File: config.mk
export PLATFORM = sky130hd
export DESIGN_NAME = demux4_route
export DESIGN_NICKNAME = d
export VERILOG_FILES = /design/src/rtl/demux4_route.sv
export SDC_FILE = /design/constraint.sdc
export NUM_CORES = 1
export LEC_CHECK = 0
export CORE_UTILIZATION = 41
export DETAILED_ROUTE_END_ITERATION = 6
export PLACE_DENSITY = 0.76
export SYNTH_ARGS = -nofsm -noshare
export SYNTH_HDL_FRONTEND = slang
export SYNTH_SLANG_ARGS = --single-unit
File: constraint.sdc
create_clock -name clk -period 1.3 [get_ports clk]
set_input_delay 0.26 -clock clk [delete_from_list [all_inputs] [get_ports clk]]
set_output_delay 0.26 -clock clk [all_outputs]
set_load 0.05 [all_outputs]
File: src/rtl/demux4_route.sv
`default_nettype none
// ============================================================================
// Module      : demux4_route
// Description : One-to-four routing demultiplexer with a one-word holding
//               register per channel. A source word offered on in_data is
//               steered to channel in_sel and held there until its sink
//               takes it. A full channel whose sink is stalled back-pressures
//               only words addressed to that channel. A full channel that is
//               being drained in the same cycle can accept a new word, so a
//               continuous stream sustains one word per cycle per channel.
//
// Ports       : clk        - clock, all state updates on the rising edge
//               rst_n      - asynchronous active-low reset
//               in_data    - 32-bit source word
//               in_sel     - destination channel 0..3 (used while in_valid=1)
//               in_valid   - source offers a word
//               in_ready   - block accepts the offered word this cycle
//               out_data0..3 - per-channel holding register contents
//               out_valid  - bit k: channel k holds an undelivered word
//               out_ready  - bit k: sink k takes its word this cycle
//               xfer_cnt   - wrapping count of accepted source words
//
// Revision    : 1.0 - initial release
// ============================================================================
module demux4_route (
  input  logic        clk,
  input  logic        rst_n,
  input  logic [31:0] in_data,
  input  logic [1:0]  in_sel,
  input  logic        in_valid,
  output logic        in_ready,
  output logic [31:0] out_data0,
  output logic [31:0] out_data1,
  output logic [31:0] out_data2,
  output logic [31:0] out_data3,
  output logic [3:0]  out_valid,
  input  logic [3:0]  out_ready,
  output logic [15:0] xfer_cnt
);

  logic [3:0][31:0] data_q;
  logic [3:0]       valid_q;
  logic [3:0]       valid_d;
  logic [15:0]      cnt_q;
  logic [15:0]      cnt_d;
  logic             w_accept;
  logic [3:0]       w_load;

  // A channel can take a word when it is empty or when its current word
  // leaves this cycle. Deliberately independent of in_valid.
  assign in_ready = !valid_q[in_sel] | out_ready[in_sel];
  assign w_accept = in_valid & in_ready;

  always_comb begin
    w_load  = 4'b0000;
    valid_d = valid_q;
    cnt_d   = cnt_q;
    if (w_accept) begin
      w_load[in_sel] = 1'b1;
      cnt_d          = cnt_q + 16'd1;
    end
    // A load wins over a pop on the same channel, keeping the flag set;
    // out_ready on an empty channel is harmless because it only clears.
    for (int k = 0; k < 4; k++) begin
      valid_d[k] = w_load[k] | (valid_q[k] & ~out_ready[k]);
    end
  end

  always_ff @(posedge clk or negedge rst_n) begin
    if (!rst_n) begin
      data_q  <= '0;
      valid_q <= 4'b0000;
      cnt_q   <= 16'h0000;
    end else begin
      valid_q <= valid_d;
      cnt_q   <= cnt_d;
      // Data is only written on a load; a pop leaves the last word visible.
      for (int k = 0; k < 4; k++) begin
        if (w_load[k]) begin
          data_q[k] <= in_data;
        end
      end
    end
  end

  assign out_data0 = data_q[0];
  assign out_data1 = data_q[1];
  assign out_data2 = data_q[2];
  assign out_data3 = data_q[3];
  assign out_valid = valid_q;
  assign xfer_cnt  = cnt_q;

endmodule
`default_nettype wire

# [Word-level counts from Yosys, hierarchy flattened]
# Index checks and enable logic that the tools add are counted.
[word_totals] output_inout_bits=149 reg_bits=148 input_bits=41
[op_classes] add_sub_neg=1 n_reduce_logical=2 order_cmp=2 bitwise=14 mux=7
[op_table] cell="$add A16 B1 Y16 const B" n=1
[op_table] cell="$and A1 B1 Y1" n=5
[op_table] cell="$or A1 B1 Y1" n=5
[op_table] cell="$bmux W1 S2" n=2
[op_table] cell="$mux W4" n=1
[op_table] cell="$not A1 Y1" n=4
[op_table] cell="$lt A2 B3 Y1 const B" n=1
[op_table] cell="$mux W1" n=3
[op_table] cell="$demux W1 S2" n=1
[op_table] cell="$ge A2 B1 Y1 const B" n=1
[op_table] cell="$logic_and A1 B1 Y1" n=1
[op_table] cell="$logic_not A1 Y1" n=1

# [Longest topological paths before layout]
[logic_depth] ltp_word=7 mapped_depth=6 mapped_depth_nobuf=5

# [Worst setup path before layout]
# OpenSTA, ideal clock, no wires.
[synth_timing] path_kind="register to register" startpoint="register valid_q[3], in the netlist out_valid[3]" endpoint="register cnt_q[1], in the netlist xfer_cnt[1]" arrival_ns=1.734 period_less_slack_ns=1.861 required_time_ns=1.172 setup_time_ns=0.128 path_buffers=0 path_stages_with_launch=5 slack_ns=-0.561 path_cell_list="dfrtp_1 -> nand2b_1 -> mux4_2 -> nand2_1 -> mux2_1"
[synth_via] elab_chain_len=5
[synth_rtl] element="start: declaration" line_no="42" text="logic [3:0] valid_q;"
[synth_rtl] element="start signal: assignment" line_no="75" text="valid_q <= valid_d;"
[synth_rtl] element="$bmux W1 S2" line_no="51" text="assign in_ready = !valid_q[in_sel] | out_ready[in_sel];"
[synth_rtl] element="$mux W1 (implied by the code)" line_no="51"
[synth_rtl] element="$logic_not A1 Y1" line_no="51"
[synth_rtl] element="$or A1 B1 Y1" line_no="51"
[synth_rtl] element="$and A1 B1 Y1" line_no="52" text="assign w_accept = in_valid & in_ready;"
[synth_rtl] element="end signal: assignment" line_no="76" text="cnt_q <= cnt_d;"
[synth_rtl] element="end: declaration" line_no="44" text="logic [15:0] cnt_q;"
# No other way between the ends. The select of a mux whose other input is x is not followed.
# A chain may end at the register's enable or synchronous reset.

# [Worst setup path after layout]
[layout_timing] startpoint="register valid_q[3], in the netlist out_valid[3]" endpoint="output in_ready"
[layout_via] elab_chain_len=4
[layout_rtl] element="$bmux W1 S2" line_no="51"
[layout_rtl] element="$mux W1 (implied by the code)" line_no="51"
[layout_rtl] element="$logic_not A1 Y1" line_no="51"
[layout_rtl] element="$or A1 B1 Y1" line_no="51"
[layout_rtl] element="end: declaration" line_no="31" text="output logic in_ready,"
# No other way between the ends. The select of a mux whose other input is x is not followed.

==> results.ini <==
[status]
status = complete, but fails checks
violations = negative setup slack

[detailed_routing]
firstDrtPassIters = 4
viasPerCell = 5.23
drcViolationCount = 0
wl_per_cell_microns = 25.5
routed_wl_microns = 21900
ant_nets = 0
vias = 4487
drt_iter0_drc = 287

[grt]
antenna_found_initial = 0
grt_pass1_wl_microns = 31300
grt_pass1_vias = 4977
overflow = 0
grt_max_degree = 38
grtUsageTotal = 0.298

[placed_design]
dp_slack_ns = -0.644
gp_congestion = 0.775
portBuffers = 189
place_area_sq_mm = 0.0102
dpl.hpwl_microns = 11300

[worst_setup_path]
cp-start-kind = flip-flop
slowest_stage = mux4_2
crit_path_end_kind = output pin
ff2ff_setup_slack_ns = -0.54
path_cells = nand2b_4 > mux4_2 > buf_8
crit_path_max_incr_delay_ns = 0.52
required_ns = 1.04
path_class = reg2out
crit_fanout = 2
worstPathArrival_ns = 1.65

[power_and_ir_drop]
seqPwrFrac = 0.297
p_total_mw = 22.9
p_comb_frac = 0.471
powerDensity_mw_per_mm2 = 1940
netSwitchingPower_mw = 8.32
p_leak_nw = 5.51
intPower_mw = 14.6
clockPowerShare = 0.232
swShare = 0.364
irDropWorstVdd_mv = 1.63

[synth]
yosysTopAreaCell = dfrtp_1
ys_types = 24
postSynth.asyncResetShare = 1.00
synthSimpleGateAreaFrac = 0.0524
synth-compound-area-share = 0.000867
synth_nets = 401
yosys.area_share.adder = 0.00217
synth_warnings = 0
synth_xor_area_frac = 0.0228
synth_top_family_by_area = multiplexers
yosys-top-cells-area = dfrtp_1 (64%), mux2_2 (24%), xnor2_1 (2.3%)
syn_area_per_cell_sq_um = 16.1
synth_seq_cells = 148
synthesis.area_sq_mm = 0.00577
synth_edf_count = 0
synth_ff_type = dfrtp_1
seq_area_frac_synth = 0.642
synthMuxAreaShare = 0.256
syn_inst = 359
yosysTopAreaCellShare = 0.642

[floorplan]
ioPinCount = 190
dieArea_sq_mm = 0.0146
core_sq_mm = 0.0135
die_h_microns = 121
initial_utilization = 0.427
rows = 42
dieWidth_microns = 121

[flow_run]
drv_cap = 0

[sta]
rsz0062_at_grt = yes
clock.fmax_ghz = 0.524
finClkSkew_ns = 0.0190
maxSlewViolCount = 0
setup_violations = 162
slew_headroom = 0.745
fin_crit_ns = 1.91
hold_viol = 0
tightest_slew_ns = 0.383
period_share = 1.47
worst_slack_ns = -0.608

[clock_tree]
clkTransAtPathRegs_ns = 0.07
cts_tree = done
htree_levels = 4
clk_latency_ns = 0.43
cts.sinks = 148
clockBufferDepth = 2
cts-root-buf = clkbuf_16
cts_made_buffers = 17

[cells_and_area]
mostFrequentLayoutCells = buf_12 (167), dfrtp_1 (130), mux2_4 (129), buf_4 (60), clkdlybuf4s50_1 (38)
design_area_sq_mm = 0.0118
antenna_cells = 0
area_delta_synth_final_pct = 105
layout_commonest_cell = buf_12
regArea_sq_mm = 0.00373
nNetsFinal = 711
drive_gt1_frac = 0.691
fillers = 530
multi_input_area_sq_mm = 0.00250

[min_path]
worst_hold_path_type = in2reg

[synth_stat cells (3+ instances only)]
| cell | number |
|---|---|
| and3_1 | 5 |
| and4_1 | 4 |
| buf_2 | 9 |
| buf_4 | 3 |
| buf_6 | 6 |
| dfrtp_1 | 148 |
| mux2_1 | 4 |
| mux2_2 | 125 |
| nand2_1 | 6 |
| nand2b_1 | 4 |
| nand3_2 | 5 |
| nand4_1 | 11 |
| xnor2_1 | 15 |
[critical path, delay by kind of cell (launching register included)]
kind	cells	cell delay, ns
mux	1	0.52
flops	1	0.43
buf+inv	1	0.18
simple gates	1	0.09
[timing repair]
action | 4_1_cts | 5_1_grt
gates cloned | 13 | 1
hold buffers | 1 | 0
gates resized for setup | 47 | 54
setup buffers | 49 | 37
endpoints found under the setup margin | 167 | 186
pin swaps | 4 | 9
endpoints found under the hold margin | 28 | 0
[sequential cells by signal, indices dropped and copies added (netlist names)]
| name | flops |
|---|---|
| out_data0 | 32 |
| out_data1 | 32 |
| out_data2 | 32 |
| out_data3 | 32 |
| xfer_cnt | 16 |
| out_valid | 4 |
[cell type report]
class	count	area share
clock buffer	21	0.0407
clock inverter	11	0.0125
inverter	2	0.000636
timing repair buffer	309	0.400
multi-input combinational	191	0.212
tap	176	0.0186
sequential	148	0.315
[power groups by stage]
stage / clock network, mW / logic, mW / registers (mW)
2_1_floorplan: 0 / 1.63 / 9.58
4_1_cts: 5.23 / 10.5 / 6.73
6_report: 5.30 / 10.8 / 6.80
3_5_place_dp: 0 / 9.96 / 6.76
3_3_place_gp: 0 / 9.82 / 6.71
5_1_grt: 5.51 / 11.1 / 6.89
[metal layers]
layer  part of all wire  global-route usage
met3              0.053              0.0637
met5                  0                   0
met1               0.39               0.363
met2               0.53               0.519
met4              0.024               0.106
[worst paths after layout]
kind | cells after the start | start | end
worst max-delay path | 3 | out_valid[3] | in_ready
worst min-delay path | 2 | in_sel[1] | out_valid[1]
worst max register to register | 6 | out_valid[3] | xfer_cnt[1]
worst min register to register | 1 | out_data2[10] | out_data2[10]
max in group asynchronous | 3 | rst_n | out_data3[16]
min in group asynchronous | 2 | rst_n | out_data3[8]
[metrics by stage]
step | cells | util | TNS (ns) | hold WS, ns
global placement | 746 | 0.753 | -81.03 | 0.179
detailed placement | 746 | 0.753 | -86.86 | 0.182
floorplan | 359 | - | -33.16 | -0.0356
global route | 858 | 0.874 | -61.11 | 0.306
finish | 858 | 0.874 | -58.35 | 0.289
CTS | 841 | 0.869 | -40.65 | 0.254
[cell families after synthesis]
kind of cell               after synthesis
AOI/OAI and AO/OA                        1
xor gates and xnor gates                15
adders and majority gates                1
buffers and inverters                   20
DFF                                    148
muxes                                  130
and+or+nand+nor                         44
Note: power is estimated with default switching activity, not from simulation.
